===== src/rtl/rv32i_types_pkg.sv =====
// Shared RV32I load/store types: load kinds, memory-unit FSM states, alignment rule.
// Imported by the memory access unit and its load extension datapath.
package rv32i_types_pkg;

    typedef enum logic [2:0] {
        LB  = 3'd0,
        LH  = 3'd1,
        LW  = 3'd2,
        LBU = 3'd3,
        LHU = 3'd4
    } load_t;

    typedef enum logic [1:0] {
        MEM_IDLE   = 2'd0,
        MEM_ACCESS = 2'd1,
        MEM_DONE   = 2'd2
    } mem_state_t;

    localparam int BUSY_CNT_W = 8;

    // Stores are legal only as a single byte, an aligned halfword or a full word.
    function automatic logic access_misaligned(input logic       is_store,
                                               input load_t      lt,
                                               input logic [1:0] off,
                                               input logic [3:0] be);
        if (is_store)
            return !(be inside {4'b0001, 4'b0010, 4'b0100, 4'b1000,
                                4'b0011, 4'b1100, 4'b1111});
        case (lt)
            LH, LHU: return off[0];
            LW:      return off != 2'b00;
            default: return 1'b0;
        endcase
    endfunction

endpackage


===== src/rtl/load_extend.sv =====
// Load return path: shifts the bus word down by the byte offset and sign/zero-extends it.
// Latency: combinational. Backpressure: none.
// Flow control: none, pure function of its inputs.
module load_extend
    import rv32i_types_pkg::*;
(
    input  logic [31:0] rdata,
    input  logic [1:0]  byte_offset,
    input  load_t       load_type,
    output logic [31:0] data
);

    logic [31:0] shifted;

    assign shifted = rdata >> {byte_offset, 3'b000};

    always_comb begin
        data = shifted;
        case (load_type)
            LB:      data = {{24{shifted[7]}}, shifted[7:0]};
            LH:      data = {{16{shifted[15]}}, shifted[15:0]};
            LBU:     data = {24'd0, shifted[7:0]};
            LHU:     data = {16'd0, shifted[15:0]};
            default: data = shifted;
        endcase
    end

endmodule


===== src/rtl/mem_access_unit.sv =====
// Data-memory access unit: turns a load/store request into one word-aligned bus access.
// Latency: 2 cycles request->mem_done plus one per bus_busy cycle; aborts after BUS_TIMEOUT busy cycles.
// Backpressure: mem_stall holds the pipeline while a request is pending; MEM_MISALIGN_TRAP_EN adds the misalignment trap.
module mem_access_unit
    import rv32i_types_pkg::*;
#(
    parameter int BUS_TIMEOUT = 255
) (
    input  logic        CLK,
    input  logic        RST,
    input  logic        dren,
    input  logic        dwen,
    input  logic [3:0]  byte_en,
    input  load_t       load_type,
    input  logic [1:0]  byte_offset,
    input  logic [31:0] addr,
    input  logic [31:0] store_data,
    output logic [31:0] bus_addr,
    output logic        bus_ren,
    output logic        bus_wen,
    output logic [3:0]  bus_byte_en,
    output logic [31:0] bus_wdata,
    input  logic [31:0] bus_rdata,
    input  logic        bus_busy,
    output logic [31:0] load_data,
    output logic        mem_stall,
    output logic        mem_done,
    output logic        bus_error,
    output logic        misaligned
);

    mem_state_t            state_q, state_d;
    logic [31:2]           addr_q;
    logic [3:0]            be_q;
    load_t                 lt_q;
    logic [1:0]            off_q;
    logic [31:0]           wdata_q;
    logic                  store_q;
    logic [BUSY_CNT_W-1:0] cnt_q;
    logic                  err_q;
    logic [31:0]           load_data_q;
    logic [31:0]           ext_data;
    logic                  req;
    logic                  mis_now;
    logic                  timeout_hit;
    logic                  unused_addr_lsb;

    // The low address bits arrive separately as byte_offset.
    assign unused_addr_lsb = ^addr[1:0];

    assign req = dren | dwen;

`ifdef MEM_MISALIGN_TRAP_EN
    logic mis_q;

    assign mis_now    = access_misaligned(dwen, load_type, byte_offset, byte_en);
    assign misaligned = (state_q == MEM_DONE) && mis_q;

    always_ff @(posedge CLK) begin
        if (RST)
            mis_q <= 1'b0;
        else if (state_q == MEM_IDLE && req)
            mis_q <= mis_now;
    end
`else
    assign mis_now    = 1'b0;
    assign misaligned = 1'b0;
`endif

    // This busy cycle would be number BUS_TIMEOUT; 0 disables the abort.
    assign timeout_hit = (BUS_TIMEOUT != 0) && bus_busy && (int'(cnt_q) + 1 == BUS_TIMEOUT);

    load_extend u_load_extend (
        .rdata       (bus_rdata),
        .byte_offset (off_q),
        .load_type   (lt_q),
        .data        (ext_data)
    );

    always_ff @(posedge CLK) begin
        if (RST)
            state_q <= MEM_IDLE;
        else
            state_q <= state_d;
    end

    always_comb begin
        state_d = state_q;
        case (state_q)
            MEM_IDLE:   if (req) state_d = mis_now ? MEM_DONE : MEM_ACCESS;
            MEM_ACCESS: if (!bus_busy || timeout_hit) state_d = MEM_DONE;
            MEM_DONE:   state_d = MEM_IDLE;
            default:    state_d = MEM_IDLE;
        endcase
    end

    always_comb begin
        bus_ren   = 1'b0;
        bus_wen   = 1'b0;
        mem_done  = 1'b0;
        mem_stall = 1'b0;
        case (state_q)
            MEM_IDLE:   mem_stall = req;
            MEM_ACCESS: begin
                bus_ren   = !store_q;
                bus_wen   = store_q;
                mem_stall = 1'b1;
            end
            MEM_DONE:   mem_done = 1'b1;
            default:    mem_stall = 1'b0;
        endcase
    end

    assign bus_addr    = {addr_q, 2'b00};
    assign bus_byte_en = store_q ? be_q : 4'b1111;
    assign bus_wdata   = wdata_q;
    assign bus_error   = mem_done && err_q;
    assign load_data   = load_data_q;

    always_ff @(posedge CLK) begin
        if (RST) begin
            addr_q      <= '0;
            be_q        <= '0;
            lt_q        <= LW;
            off_q       <= '0;
            wdata_q     <= '0;
            store_q     <= 1'b0;
            cnt_q       <= '0;
            err_q       <= 1'b0;
            load_data_q <= '0;
        end else begin
            case (state_q)
                MEM_IDLE: if (req) begin
                    addr_q  <= addr[31:2];
                    be_q    <= byte_en;
                    lt_q    <= load_type;
                    off_q   <= byte_offset;
                    wdata_q <= store_data << {byte_offset, 3'b000};
                    store_q <= dwen;
                    cnt_q   <= '0;
                    err_q   <= 1'b0;
                end
                MEM_ACCESS: begin
                    if (bus_busy) begin
                        if (cnt_q != '1)
                            cnt_q <= cnt_q + 1'b1;
                        if (timeout_hit) begin
                            err_q       <= 1'b1;
                            load_data_q <= '0;
                        end
                    end else if (!store_q) begin
                        load_data_q <= ext_data;
                    end
                end
                default: ;
            endcase
        end
    end

endmodule


===== config.mk =====
export PLATFORM = sky130hd
export DESIGN_NAME = mem_access_unit
export DESIGN_NICKNAME = d
export VERILOG_FILES = /design/src/rtl/rv32i_types_pkg.sv /design/src/rtl/load_extend.sv /design/src/rtl/mem_access_unit.sv
export SDC_FILE = /design/constraint.sdc
export NUM_CORES = 1
export LEC_CHECK = 0
export CAP_MARGIN = 0
export CORE_UTILIZATION = 34
export CTS_CLUSTER_SIZE = 12
export DETAILED_ROUTE_END_ITERATION = 8
export PLACE_DENSITY = 0.75
export SYNTH_ARGS = -nofsm -noshare
export SYNTH_HDL_FRONTEND = slang
export SYNTH_SLANG_ARGS = --single-unit

===== constraint.sdc =====
create_clock -name CLK -period 3.5 [get_ports CLK]
set_input_delay 0.7 -clock CLK [delete_from_list [all_inputs] [get_ports CLK]]
set_output_delay 0.7 -clock CLK [all_outputs]
set_load 0.05 [all_outputs]

==> results_dict.tcl <==
set metrics [dict create \
    clk_pin_slew_ns 0.05 \
    yosys_warnings 0 \
    netlist_top_cells_count "120 x sky130_fd_sc_hd__nand2_1, 115 x sky130_fd_sc_hd__dfxtp_1, 104 x sky130_fd_sc_hd__a21oi_1, 60 x sky130_fd_sc_hd__nor2_1, 42 x sky130_fd_sc_hd__clkbuf_1" \
    timing.critical_path.from_type "flop" \
    globalplace.congestion 0.871 \
    synth.top_cell.area_share_pct 42.0 \
    timing.fmax_mhz 354 \
    classification_of_the_worst_setup_path "reg2out" \
    gr-usage-met3_pct 8.27 \
    drt-total-wl_um 16700 \
    core_area_sq_um 15800 \
    post-route-min-period_ns 2.82 \
    timing.final.hold_violations 0 \
    drive_above_1_share_pct 6.17 \
    wl_per_cell_um 15.0 \
    crit_cells 4 \
    maxSlewViolCount 0 \
    finalClockSkew_ns 0.0133 \
    antennaDiodeCount 0 \
    cap_violations 0 \
    synth_edf_count 0 \
    post_synthesis_sequential_area_ratio_pct 42.0 \
    row_count 46 \
    total_routing_resource_utilization_after_global_routing_pct 20.4 \
    cts_buffer_depth 2 \
    cts-hold-fix-buffers 0 \
    critPathMaxStageDelay_ns 0.81 \
    netlist_area_sq_um 5480 \
    setup.reg_to_reg.worst_slack_ns 1.23 \
    rsz0062_at_grt "no" \
    grt_util_met2_pct 31.5 \
    rr_endpoint "load_data[22]" \
    root_buffer "sky130_fd_sc_hd__clkbuf_16" \
    ys_ff_latch 115 \
    slew_headroom_pct 46.8 \
    rr_startpoint "cnt_q[0]" \
    post_synth_inst_count 701 \
    die_ar_sq_um 16600 \
    die_w_um 129 \
    final_antenna_net_count 0 \
    post_synth_num_cell_types 43 \
    numClockSinks 115 \
    worst_setup_ep_type "output port" \
    die_h_um 129 \
    r2r_cells 7 \
    clock_latency_of_the_later_clocked_register_in_the_worst_skew_pair_ns 0.41 \
    cts_tree "done" \
    postSynth.topFlopCell "sky130_fd_sc_hd__dfxtp_1" \
    io_buffers 210 \
    grt_pass1_vias 5197 \
    synthesis.area_per_instance_sq_um 7.81 \
    fin_crit_sh_pct 80.7 \
    timing.critical_path.fanout_max 15 \
    vias_per_cell 5.01 \
    drt_first_pass_iters 6 \
    grt_first_pass_wirelength_um 26400 \
    busiest_layer "met2" \
    crit_family "buffers and inverters" \
    grt_use_met1_pct 25.4 \
    synth.largest_area_cell "sky130_fd_sc_hd__dfxtp_1" \
    tightest_slew_ns 0.798 \
    ctsResizeCount 0 \
    worst_ir_drop_vdd_uv 336 \
    crit_path_start "state_q[0]" \
    grt_start_max_net_pins 91 \
    route.vias.total 5552 \
    asyncSetResetFlopFracSynth_pct 0 \
    outcome "complete, no violations" \
    synth.most_common_cell "sky130_fd_sc_hd__nand2_1" \
    setup_ws_final_ns 0.676 \
    finalSetupTns_ns 0 \
    leading_post_synthesis_cells_by_cell_area "sky130_fd_sc_hd__dfxtp_1 42%, sky130_fd_sc_hd__a21oi_1 9.5%, sky130_fd_sc_hd__nand2_1 8.2%, sky130_fd_sc_hd__mux2i_1 6.0%, sky130_fd_sc_hd__nor2_1 4.1%" \
    timing.critical_path.slowest_stage_cell "sky130_fd_sc_hd__clkdlybuf4s50_1" \
    finalSetupViolCount 0 \
    dpl.hpwl_um 11400 \
    static-leakage-power_nw 2.94 \
    dp_slack_ns 0.592 \
    layout.filler_cells 1506 \
    gr-total-overflow 0 \
    worst_hold_path_type "reg2reg" \
    post_cts_setup_inserts 0 \
    capturing_element_of_the_worst_setup_path "bus_wen" \
    htree_levels 4 \
    detail_route.drc_violations 0 \
    floorplan.initialDensity_pct 34.6 \
    pwr_density_cell_nw_per_um2 502 \
    crit_required_ns 2.80 \
    worstPathBufferInverterCount 2 \
    num_io_pins 216 \
    timing.critical_path.cells "nor2b_1 -> buf_4 -> and2_1 -> clkdlybuf4s50_1" \
    final_nets 994 \
    cp_data_arrival_time_ns 2.12 \
    cts_inserted_buffers 17 \
    layout-area-overhead-vs-synth_pct 50.9 \
    antenna_violations_before_repair 0 \
    drt-initial-drc-count 308 \
]
sequential cells by signal, summed over array words and instances (netlist names), 2 cells and up:
name / cells
addr_q: 30
bus_wdata: 32
state_q: 2
be_q: 4
off_q: 2
cnt_q: 8
lt_q: 3
load_data: 32
worst min-delay path by stage:
| stage | from | endpoint | slack, ns | cells past startpoint |
|---|---|---|---|---|
| global route | addr_q[7] | addr_q[7] | 0.46 | 2 |
| CTS | be_q[1] | be_q[1] | 0.45 | 2 |
| detailed placement | be_q[1] | be_q[1] | 0.44 | 2 |
| floorplan | be_q[0] | be_q[0] | 0.43 | 2 |
| global placement | be_q[1] | be_q[1] | 0.44 | 2 |
| finish | be_q[1] | be_q[1] | 0.45 | 2 |
layout by cell type (no fill, tap or decap), types with 17 or more instances in the layout:
cell type and instances:
sky130_fd_sc_hd__clkdlybuf4s50_1 208, sky130_fd_sc_hd__nand2_1 120, sky130_fd_sc_hd__dfxtp_1 115, sky130_fd_sc_hd__a21oi_1 104
sky130_fd_sc_hd__nor2_1 60, sky130_fd_sc_hd__o21ai_0 35, sky130_fd_sc_hd__mux2i_1 33, sky130_fd_sc_hd__a211oi_1 26
sky130_fd_sc_hd__nor3_1 23, sky130_fd_sc_hd__clkbuf_16 17
power by group:
group | internal [mW] | total (mW) | switching (mW)
Clock | 1.09 | 1.66 | 0.575
Sequential | 1.40 | 1.45 | 0.0501
Combinational | 0.394 | 1.04 | 0.650
per-layer routing:
metal / vias to the layer above / routed length, um / part of all wire (%)
met5: - / 0 / 0
met4: 0 / 245 / 1.5
met3: 22 / 1440 / 8.6
met2: 202 / 7690 / 46
met1: 2525 / 7290 / 44
li1: 2803 / - / -
worst min-delay path, stage by stage (launching register included):
cell and delay, ns:
sky130_fd_sc_hd__dfxtp_1 0.30, sky130_fd_sc_hd__nand2_1 0.05, sky130_fd_sc_hd__a21oi_1 0.05
cell families after synthesis:
kind of cell,synth area share (%)
mux,8.09
other cells,0.0685
xor+xnor,0.480
simple gates,21.4
fa+ha+maj,0.457
flops,42.0
compound gates,21.8
buf+inv,5.62
metrics by stage:
stage | utilization (%) | cells | cell area, sq um | hold slack (ns) | power [mW]
after floorplan | - | 703 | 5490 | 0.431 | 2.12
after global placement | 48.7 | 1079 | 7710 | 0.437 | 2.51
after detailed placement | 48.7 | 1079 | 7710 | 0.442 | 2.52
after CTS | 52.2 | 1108 | 8260 | 0.449 | 4.20
after global routing | 52.2 | 1108 | 8260 | 0.464 | 4.34
final | 52.2 | 1108 | 8260 | 0.446 | 4.15
layout make-up:
cell class                 instances  area, sq um  area share, %
clock buffer                      23          478           5.78
clock inverter                     6         80.1          0.969
inverter                           9         33.8          0.409
multi-input combinational        517         2890           34.9
sequential                       115         2300           27.9
tap                              216          270           3.27
timing repair buffer             222         2210           26.8
No activity file was read; power rests on OpenSTA's default activity.
